[config.mk]
export PLATFORM = sky130hd
export DESIGN_NAME = id_ex_stage_flat
export DESIGN_NICKNAME = d
export VERILOG_FILES = /design/src/rtl/id_ex_stage_if.sv /design/src/rtl/id_ex_stage.sv /design/src/flat_wrapper.sv
export SDC_FILE = /design/constraint.sdc
export NUM_CORES = 1
export LEC_CHECK = 0
export CORE_MARGIN = 1
export CORE_UTILIZATION = 35
export CTS_CLUSTER_SIZE = 10
export DETAILED_ROUTE_END_ITERATION = 7
export PLACE_DENSITY_LB_ADDON = 0.25
export SYNTH_ARGS = -nofsm -noshare
export SYNTH_HDL_FRONTEND = slang
export SYNTH_SLANG_ARGS = --single-unit
[constraint.sdc]
create_clock -name clk -period 2.38 [get_ports clk]
set_input_delay 0.238 -clock clk [delete_from_list [all_inputs] [get_ports clk]]
set_output_delay 0.238 -clock clk [all_outputs]
set_load 0.01 [all_outputs]
[src/rtl/id_ex_stage_if.sv]
// ID/EX stage bus: decoded instruction from ID, forward sources,
// and the operand/control fields driven into EX.
interface id_ex_stage_if #(
    parameter int XLEN = 32,
    parameter int RA_W = 5
);
    logic            hold_i;
    logic            flush_i;
    logic            id_valid_i;
    logic [XLEN-1:0] id_pc_i;
    logic [XLEN-1:0] id_rs1_data_i;
    logic [XLEN-1:0] id_rs2_data_i;
    logic [XLEN-1:0] id_imm_i;
    logic [RA_W-1:0] id_rs1_i;
    logic [RA_W-1:0] id_rs2_i;
    logic [RA_W-1:0] id_rd_i;
    logic            id_use_rs1_i;
    logic            id_use_rs2_i;
    logic [3:0]      id_alu_op_i;
    logic            id_src_pc_i;
    logic            id_src_imm_i;
    logic            id_reg_write_i;
    logic            id_mem_read_i;
    logic            id_mem_write_i;
    logic [RA_W-1:0] exm_rd_i;
    logic            exm_reg_write_i;
    logic [XLEN-1:0] exm_result_i;
    logic [RA_W-1:0] mwb_rd_i;
    logic            mwb_reg_write_i;
    logic [XLEN-1:0] mwb_result_i;

    logic            load_use_stall_o;
    logic [XLEN-1:0] alu_a_o;
    logic [XLEN-1:0] alu_b_o;
    logic [3:0]      alu_op_o;
    logic [XLEN-1:0] store_data_o;
    logic            ex_valid_o;
    logic [RA_W-1:0] ex_rd_o;
    logic            ex_reg_write_o;
    logic            ex_mem_read_o;
    logic            ex_mem_write_o;
    logic [XLEN-1:0] ex_pc_o;

    modport master (
        output hold_i, flush_i, id_valid_i, id_pc_i,
        output id_rs1_data_i, id_rs2_data_i, id_imm_i,
        output id_rs1_i, id_rs2_i, id_rd_i,
        output id_use_rs1_i, id_use_rs2_i, id_alu_op_i,
        output id_src_pc_i, id_src_imm_i,
        output id_reg_write_i, id_mem_read_i, id_mem_write_i,
        output exm_rd_i, exm_reg_write_i, exm_result_i,
        output mwb_rd_i, mwb_reg_write_i, mwb_result_i,
        input  load_use_stall_o, alu_a_o, alu_b_o, alu_op_o,
        input  store_data_o, ex_valid_o, ex_rd_o,
        input  ex_reg_write_o, ex_mem_read_o, ex_mem_write_o,
        input  ex_pc_o
    );

    modport slave (
        input  hold_i, flush_i, id_valid_i, id_pc_i,
        input  id_rs1_data_i, id_rs2_data_i, id_imm_i,
        input  id_rs1_i, id_rs2_i, id_rd_i,
        input  id_use_rs1_i, id_use_rs2_i, id_alu_op_i,
        input  id_src_pc_i, id_src_imm_i,
        input  id_reg_write_i, id_mem_read_i, id_mem_write_i,
        input  exm_rd_i, exm_reg_write_i, exm_result_i,
        input  mwb_rd_i, mwb_reg_write_i, mwb_result_i,
        output load_use_stall_o, alu_a_o, alu_b_o, alu_op_o,
        output store_data_o, ex_valid_o, ex_rd_o,
        output ex_reg_write_o, ex_mem_read_o, ex_mem_write_o,
        output ex_pc_o
    );
endinterface

[src/rtl/id_ex_stage.sv]
// ID/EX pipeline register with operand forwarding from EX/MEM and
// MEM/WB, plus load-use hazard detection toward IF/ID.
module id_ex_stage #(
    parameter int XLEN = 32,
    parameter int RA_W = 5
) (
    input logic         clk,
    input logic         rst_n,
    id_ex_stage_if.slave bus
);
    localparam logic [3:0] OP_ADD = 4'd2;

    typedef struct packed {
        logic            valid;
        logic [XLEN-1:0] pc;
        logic [XLEN-1:0] rs1_data;
        logic [XLEN-1:0] rs2_data;
        logic [XLEN-1:0] imm;
        logic [RA_W-1:0] rs1;
        logic [RA_W-1:0] rs2;
        logic [RA_W-1:0] rd;
        logic [3:0]      alu_op;
        logic            src_pc;
        logic            src_imm;
        logic            reg_write;
        logic            mem_read;
        logic            mem_write;
    } ex_t;

    ex_t ex_q, ex_d;

    logic            rs1_hit, rs2_hit, ld_use;
    logic            exm_a, exm_b, mwb_a, mwb_b;
    logic [XLEN-1:0] fwd_a, fwd_b;

    assign rs1_hit = bus.id_use_rs1_i && (bus.id_rs1_i == ex_q.rd);
    assign rs2_hit = bus.id_use_rs2_i && (bus.id_rs2_i == ex_q.rd);
    assign ld_use  = bus.id_valid_i && ex_q.valid && ex_q.mem_read
                   && (ex_q.rd != '0) && (rs1_hit || rs2_hit);

    always_comb begin
        ex_d = ex_q;
        priority case (1'b1)
            bus.flush_i, ld_use && !bus.hold_i: begin
                ex_d        = '0;
                ex_d.alu_op = OP_ADD;
            end
            bus.hold_i: ex_d = ex_q;
            default: begin
                ex_d.valid     = bus.id_valid_i;
                ex_d.pc        = bus.id_pc_i;
                ex_d.rs1_data  = bus.id_rs1_data_i;
                ex_d.rs2_data  = bus.id_rs2_data_i;
                ex_d.imm       = bus.id_imm_i;
                ex_d.rs1       = bus.id_rs1_i;
                ex_d.rs2       = bus.id_rs2_i;
                ex_d.rd        = bus.id_rd_i;
                ex_d.alu_op    = bus.id_alu_op_i;
                ex_d.src_pc    = bus.id_src_pc_i;
                ex_d.src_imm   = bus.id_src_imm_i;
                ex_d.reg_write = bus.id_reg_write_i;
                ex_d.mem_read  = bus.id_mem_read_i;
                ex_d.mem_write = bus.id_mem_write_i;
                // An empty ID slot enters EX as a harmless ADD to x0.
                if (!bus.id_valid_i) begin
                    ex_d.reg_write = 1'b0;
                    ex_d.mem_read  = 1'b0;
                    ex_d.mem_write = 1'b0;
                    ex_d.alu_op    = OP_ADD;
                    ex_d.rd        = '0;
                end
            end
        endcase
    end

    always_ff @(posedge clk or negedge rst_n) begin
        if (!rst_n) ex_q <= '0;
        else        ex_q <= ex_d;
    end

    assign exm_a = bus.exm_reg_write_i && (bus.exm_rd_i != '0)
                 && (bus.exm_rd_i == ex_q.rs1);
    assign exm_b = bus.exm_reg_write_i && (bus.exm_rd_i != '0)
                 && (bus.exm_rd_i == ex_q.rs2);
    assign mwb_a = bus.mwb_reg_write_i && (bus.mwb_rd_i != '0)
                 && (bus.mwb_rd_i == ex_q.rs1);
    assign mwb_b = bus.mwb_reg_write_i && (bus.mwb_rd_i != '0)
                 && (bus.mwb_rd_i == ex_q.rs2);

    // The younger EX/MEM result wins over MEM/WB.
    assign fwd_a = exm_a ? bus.exm_result_i
                 : mwb_a ? bus.mwb_result_i
                 : ex_q.rs1_data;
    assign fwd_b = exm_b ? bus.exm_result_i
                 : mwb_b ? bus.mwb_result_i
                 : ex_q.rs2_data;

    assign bus.load_use_stall_o = ld_use;
    assign bus.alu_a_o          = ex_q.src_pc ? ex_q.pc : fwd_a;
    assign bus.alu_b_o          = ex_q.src_imm ? ex_q.imm : fwd_b;
    assign bus.alu_op_o         = ex_q.alu_op;
    assign bus.store_data_o     = fwd_b;
    assign bus.ex_valid_o       = ex_q.valid;
    assign bus.ex_rd_o          = ex_q.rd;
    assign bus.ex_reg_write_o   = ex_q.reg_write;
    assign bus.ex_mem_read_o    = ex_q.mem_read;
    assign bus.ex_mem_write_o   = ex_q.mem_write;
    assign bus.ex_pc_o          = ex_q.pc;
endmodule
[src/flat_wrapper.sv]
// flat-port wrapper written by rule: the top's interface ports become plain ports
module id_ex_stage_flat 
#(
    parameter int XLEN = 32,
    parameter int RA_W = 5
)
  (clk, rst_n, bus_hold_i, bus_flush_i, bus_id_valid_i, bus_id_pc_i, bus_id_rs1_data_i, bus_id_rs2_data_i, bus_id_imm_i, bus_id_rs1_i, bus_id_rs2_i, bus_id_rd_i, bus_id_use_rs1_i, bus_id_use_rs2_i, bus_id_alu_op_i, bus_id_src_pc_i, bus_id_src_imm_i, bus_id_reg_write_i, bus_id_mem_read_i, bus_id_mem_write_i, bus_exm_rd_i, bus_exm_reg_write_i, bus_exm_result_i, bus_mwb_rd_i, bus_mwb_reg_write_i, bus_mwb_result_i, bus_load_use_stall_o, bus_alu_a_o, bus_alu_b_o, bus_alu_op_o, bus_store_data_o, bus_ex_valid_o, bus_ex_rd_o, bus_ex_reg_write_o, bus_ex_mem_read_o, bus_ex_mem_write_o, bus_ex_pc_o);
  id_ex_stage_if #(.XLEN(XLEN), .RA_W(RA_W)) bus_i ();
  input logic clk;
  input logic rst_n;
  input wire logic [$bits(bus_i.hold_i)-1:0] bus_hold_i;
  input wire logic [$bits(bus_i.flush_i)-1:0] bus_flush_i;
  input wire logic [$bits(bus_i.id_valid_i)-1:0] bus_id_valid_i;
  input wire logic [$bits(bus_i.id_pc_i)-1:0] bus_id_pc_i;
  input wire logic [$bits(bus_i.id_rs1_data_i)-1:0] bus_id_rs1_data_i;
  input wire logic [$bits(bus_i.id_rs2_data_i)-1:0] bus_id_rs2_data_i;
  input wire logic [$bits(bus_i.id_imm_i)-1:0] bus_id_imm_i;
  input wire logic [$bits(bus_i.id_rs1_i)-1:0] bus_id_rs1_i;
  input wire logic [$bits(bus_i.id_rs2_i)-1:0] bus_id_rs2_i;
  input wire logic [$bits(bus_i.id_rd_i)-1:0] bus_id_rd_i;
  input wire logic [$bits(bus_i.id_use_rs1_i)-1:0] bus_id_use_rs1_i;
  input wire logic [$bits(bus_i.id_use_rs2_i)-1:0] bus_id_use_rs2_i;
  input wire logic [$bits(bus_i.id_alu_op_i)-1:0] bus_id_alu_op_i;
  input wire logic [$bits(bus_i.id_src_pc_i)-1:0] bus_id_src_pc_i;
  input wire logic [$bits(bus_i.id_src_imm_i)-1:0] bus_id_src_imm_i;
  input wire logic [$bits(bus_i.id_reg_write_i)-1:0] bus_id_reg_write_i;
  input wire logic [$bits(bus_i.id_mem_read_i)-1:0] bus_id_mem_read_i;
  input wire logic [$bits(bus_i.id_mem_write_i)-1:0] bus_id_mem_write_i;
  input wire logic [$bits(bus_i.exm_rd_i)-1:0] bus_exm_rd_i;
  input wire logic [$bits(bus_i.exm_reg_write_i)-1:0] bus_exm_reg_write_i;
  input wire logic [$bits(bus_i.exm_result_i)-1:0] bus_exm_result_i;
  input wire logic [$bits(bus_i.mwb_rd_i)-1:0] bus_mwb_rd_i;
  input wire logic [$bits(bus_i.mwb_reg_write_i)-1:0] bus_mwb_reg_write_i;
  input wire logic [$bits(bus_i.mwb_result_i)-1:0] bus_mwb_result_i;
  output wire logic [$bits(bus_i.load_use_stall_o)-1:0] bus_load_use_stall_o;
  output wire logic [$bits(bus_i.alu_a_o)-1:0] bus_alu_a_o;
  output wire logic [$bits(bus_i.alu_b_o)-1:0] bus_alu_b_o;
  output wire logic [$bits(bus_i.alu_op_o)-1:0] bus_alu_op_o;
  output wire logic [$bits(bus_i.store_data_o)-1:0] bus_store_data_o;
  output wire logic [$bits(bus_i.ex_valid_o)-1:0] bus_ex_valid_o;
  output wire logic [$bits(bus_i.ex_rd_o)-1:0] bus_ex_rd_o;
  output wire logic [$bits(bus_i.ex_reg_write_o)-1:0] bus_ex_reg_write_o;
  output wire logic [$bits(bus_i.ex_mem_read_o)-1:0] bus_ex_mem_read_o;
  output wire logic [$bits(bus_i.ex_mem_write_o)-1:0] bus_ex_mem_write_o;
  output wire logic [$bits(bus_i.ex_pc_o)-1:0] bus_ex_pc_o;
  assign bus_i.hold_i = bus_hold_i;
  assign bus_i.flush_i = bus_flush_i;
  assign bus_i.id_valid_i = bus_id_valid_i;
  assign bus_i.id_pc_i = bus_id_pc_i;
  assign bus_i.id_rs1_data_i = bus_id_rs1_data_i;
  assign bus_i.id_rs2_data_i = bus_id_rs2_data_i;
  assign bus_i.id_imm_i = bus_id_imm_i;
  assign bus_i.id_rs1_i = bus_id_rs1_i;
  assign bus_i.id_rs2_i = bus_id_rs2_i;
  assign bus_i.id_rd_i = bus_id_rd_i;
  assign bus_i.id_use_rs1_i = bus_id_use_rs1_i;
  assign bus_i.id_use_rs2_i = bus_id_use_rs2_i;
  assign bus_i.id_alu_op_i = bus_id_alu_op_i;
  assign bus_i.id_src_pc_i = bus_id_src_pc_i;
  assign bus_i.id_src_imm_i = bus_id_src_imm_i;
  assign bus_i.id_reg_write_i = bus_id_reg_write_i;
  assign bus_i.id_mem_read_i = bus_id_mem_read_i;
  assign bus_i.id_mem_write_i = bus_id_mem_write_i;
  assign bus_i.exm_rd_i = bus_exm_rd_i;
  assign bus_i.exm_reg_write_i = bus_exm_reg_write_i;
  assign bus_i.exm_result_i = bus_exm_result_i;
  assign bus_i.mwb_rd_i = bus_mwb_rd_i;
  assign bus_i.mwb_reg_write_i = bus_mwb_reg_write_i;
  assign bus_i.mwb_result_i = bus_mwb_result_i;
  assign bus_load_use_stall_o = bus_i.load_use_stall_o;
  assign bus_alu_a_o = bus_i.alu_a_o;
  assign bus_alu_b_o = bus_i.alu_b_o;
  assign bus_alu_op_o = bus_i.alu_op_o;
  assign bus_store_data_o = bus_i.store_data_o;
  assign bus_ex_valid_o = bus_i.ex_valid_o;
  assign bus_ex_rd_o = bus_i.ex_rd_o;
  assign bus_ex_reg_write_o = bus_i.ex_reg_write_o;
  assign bus_ex_mem_read_o = bus_i.ex_mem_read_o;
  assign bus_ex_mem_write_o = bus_i.ex_mem_write_o;
  assign bus_ex_pc_o = bus_i.ex_pc_o;
  id_ex_stage #(.XLEN(XLEN), .RA_W(RA_W)) u_core (.clk(clk), .rst_n(rst_n), .bus(bus_i));
endmodule
==> impl_metrics.py <==
metrics = {
    "global_routing": {
        "antenna_found_initial": 1,
        "gr-usage-all-layers_pct": 30.5,
        "grt_pass1_wl_mm": 55.5,
        "grt_max_degree": 88,
        "grt-ovfl-total": 0,
        "first_global_vias": 9124,
    },
    "drt": {
        "antenna_left": 0,
        "avgViaCountPerCell": 5.61,
        "routed_wl_mm": 38.7,
        "drc": 0,
        "drt_pass1_iterations": 5,
        "wl_per_cell_um": 24.7,
        "first_iter_violations": 560,
        "vias": 8799,
    },
    "die": {
        "die_width_um": 158,
        "coreArea_um2": 23600,
        "die_h_um": 158,
        "boundaryPins": 377,
        "start_util_pct": 35.9,
        "die_area_um2": 24800,
        "rows": 56,
    },
    "cts": {
        "clock_latency_ns": 0.43,
        "cts_num_sinks": 153,
        "clockBufferDepth": 2,
        "cts_tree": "done",
        "h-tree-depth": 4,
        "clk_pin_slew_ns": 0.07,
        "cts_buffers": 17,
        "root_buffer": "clkbuf_16",
    },
    "logic_synthesis": {
        "syn_area_per_cell_um2": 10.5,
        "synth_top_area_share_pct": 45.2,
        "yosys-top-cells-count": "153 x dfrtp_1, 141 x a22o_1, 58 x inv_1",
        "syn_nets": 1038,
        "ys_seq_elements": 153,
        "synth_cells": 803,
        "synth_most_common_cell": "dfrtp_1",
        "synthArstFlopShare_pct": 100,
        "yosysSeqAreaShare_pct": 45.2,
        "yosysTopAreaCell": "dfrtp_1",
        "yosys_warnings": 0,
        "synthTopCellsByArea": "dfrtp_1 45%, a22o_1 15%, mux2_2 4.1%, buf_4 3.8%, mux2i_1 3.8%",
        "synth_flop_cell": "dfrtp_1",
        "syn_area_um2": 8470,
        "synth-edff-count": 0,
        "synth_cell_type_count": 41,
    },
    "run_status": {
        "violations": "setup timing",
        "run_status": "complete, but fails checks",
    },
    "setup_path": {
        "crit_cells": 10,
        "crit_path_end_kind": "output port",
        "crit_path_max_incr_delay_ns": 0.46,
        "r2r_slack_ns": 0.30,
        "r2r-start": "u_core.bus.ex_rd_o[1]$_DFFE_PN0P_",
        "critPathLaunchType": "register",
        "path_buf_inv": 5,
        "cp.arrival_ns": 2.67,
        "timing.rr.end": "u_core.bus.ex_pc_o[17]$_DFFE_PN0P_",
        "crit_path_cell_trace": "buf_6 > xnor2_2 > o2111ai_2 > or4_4 > nor2b_4 > buf_12 > buf_8 > buf_6 > a221oi_2 > buf_2",
        "rr_worst_depth": 7,
        "cp_max_fo": 4,
        "cpLargestDelayFamily": "buffers and inverters",
        "critical_path_class": "reg2out",
        "cpMaxStageDelayCell": "or4_4",
        "critPathMostFrequentCell": "buf_6",
        "critPathRequiredTime_ns": 2.14,
    },
    "place": {
        "gp_congestion": 0.846,
        "dp_hpwl_mm": 23.3,
        "portBuffers": 376,
    },
    "sta": {
        "slew_violations": 0,
        "period_share_pct": 122,
        "maxSlewHeadroom_pct": 63.0,
        "min_period_ns": 2.90,
        "layout_setup_ws_ns": -0.525,
        "hold_ws_ns": 0.259,
        "tightest_slew_ns": 0.556,
        "finalSetupViolations": 96,
        "hold_violations": 0,
        "rsz0062_at_grt": "yes",
        "finClkSkew_ns": 0.0111,
        "fmax_mhz": 344,
    },
    "layout": {
        "nFillCells": 1757,
        "area_growth_pct": 88.7,
        "multi_input_area_um2": 5260,
        "layout.nets": 1470,
        "layout-drive-gt1-share_pct": 40.1,
        "regArea_um2": 3840,
    },
    "hold_path": {
        "hp-class": "in2async",
    },
    "pwr": {
        "power.leakage_nw": 6.68,
        "peakVddDrop_v": 0.000428,
        "cellPowerDensity_nw_per_um2": 506,
        "total_power_mw": 8.08,
    },
    "job": {
        "cap_violations": 0,
    },
}
## cell type report
| class | instances | area share (%) |
|---|---|---|
| clock inverter | 12 | 0.869 |
| sequential | 153 | 24.0 |
| antenna | 1 | 0.0157 |
| timing repair buffer | 531 | 35.4 |
| tap | 319 | 2.50 |
| clock buffer | 20 | 2.86 |
| inverter | 58 | 1.36 |
| multi-input combinational | 474 | 32.9 |
## layout by cell type (no fill, tap or decap), types with 4 or more instances in the layout
cell type	instances
dlygate4sd2_1	7
nor3_1	20
clkbuf_16	19
nor3_4	7
inv_1	58
a22o_1	141
mux2i_4	11
mux2_4	30
clkdlybuf4s50_1	269
mux2i_2	4
nor3_2	29
buf_8	8
xnor2_1	13
nand2b_1	8
o21ai_1	18
or3_4	29
buf_4	45
clkinvlp_4	4
a32o_1	11
a21oi_2	4
a221oi_2	23
xnor2_2	9
a21oi_1	5
mux2i_1	17
nand4_1	5
xor2_1	5
buf_16	7
a31oi_4	31
o21ai_0	11
buf_6	129
o31ai_2	6
dfrtp_1	144
buf_12	27
dfrtp_2	9
buf_2	33
## metrics by stage
stage | instances | cell area [um^2] | util (%) | setup TNS [ns] | worst slack [ns]
floorplan | 803 | 8470 | - | 0 | 0.182
global placement | 1462 | 12800 | 54.2 | -73.22 | -0.890
detailed placement | 1462 | 12800 | 54.2 | -73.08 | -0.893
CTS | 1558 | 15500 | 65.8 | -35.33 | -0.495
global route | 1567 | 16000 | 67.6 | -41.08 | -0.573
finish | 1568 | 16000 | 67.7 | -35.60 | -0.525
## worst max path at each step
stage,start,end
global placement,bus_exm_rd_i[0],bus_alu_a_o[16]
finish,u_core.ex_q[22]$_DFFE_PN0P_,bus_alu_a_o[3]
global route,u_core.ex_q[22]$_DFFE_PN0P_,bus_alu_a_o[12]
CTS,u_core.ex_q[22]$_DFFE_PN0P_,bus_alu_a_o[18]
detailed placement,bus_exm_rd_i[0],bus_alu_a_o[15]
floorplan,u_core.ex_q[21]$_DFFE_PN0P_,bus_alu_a_o[27]
## flip-flops by register name, summed over array words and instances, names as in the netlist
signal                     flops
u_core.bus.ex_mem_write_o      1
u_core.bus.ex_pc_o            32
u_core.bus.alu_op_o            4
u_core.bus.ex_reg_write_o      1
u_core.bus.ex_rd_o             5
u_core.bus.ex_valid_o          1
u_core.ex_q                  108
u_core.bus.ex_mem_read_o       1
## per-layer routing
layer	vias to the layer above	track usage, %	wire, um
li1	3847	-	-
met1	4403	38.0	15600
met2	447	48.8	18700
met3	100	7.93	2860
met4	2	14.9	1480
met5	-	0	13
## logic make-up after synthesis
group | share of synthesized area, %
xor+xnor | 3.10
buf+inv | 10.4
mux | 7.91
compound gates | 25.6
flops | 45.2
simple gates | 7.79
## power breakdown
| group | internal (mW) | switching [mW] | leakage [nW] |
|---|---|---|---|
| Combinational | 1.37 | 1.04 | 4.37 |
| Clock | 1.61 | 1.20 | 0.280 |
| Sequential | 2.74 | 0.120 | 2.02 |
## repair_timing
| action | CTS | global route |
|---|---|---|
| hold endpoints to repair | 32 | 0 |
| setup endpoints to repair | 96 | 97 |
| resized for setup | 748 | 126 |
| buffers inserted | 50 | 21 |
| hold buffers | 1 | 0 |
| gates cloned | 14 | 2 |
| pin swaps | 51 | 39 |
Note: power is estimated with default switching activity, not from simulation.
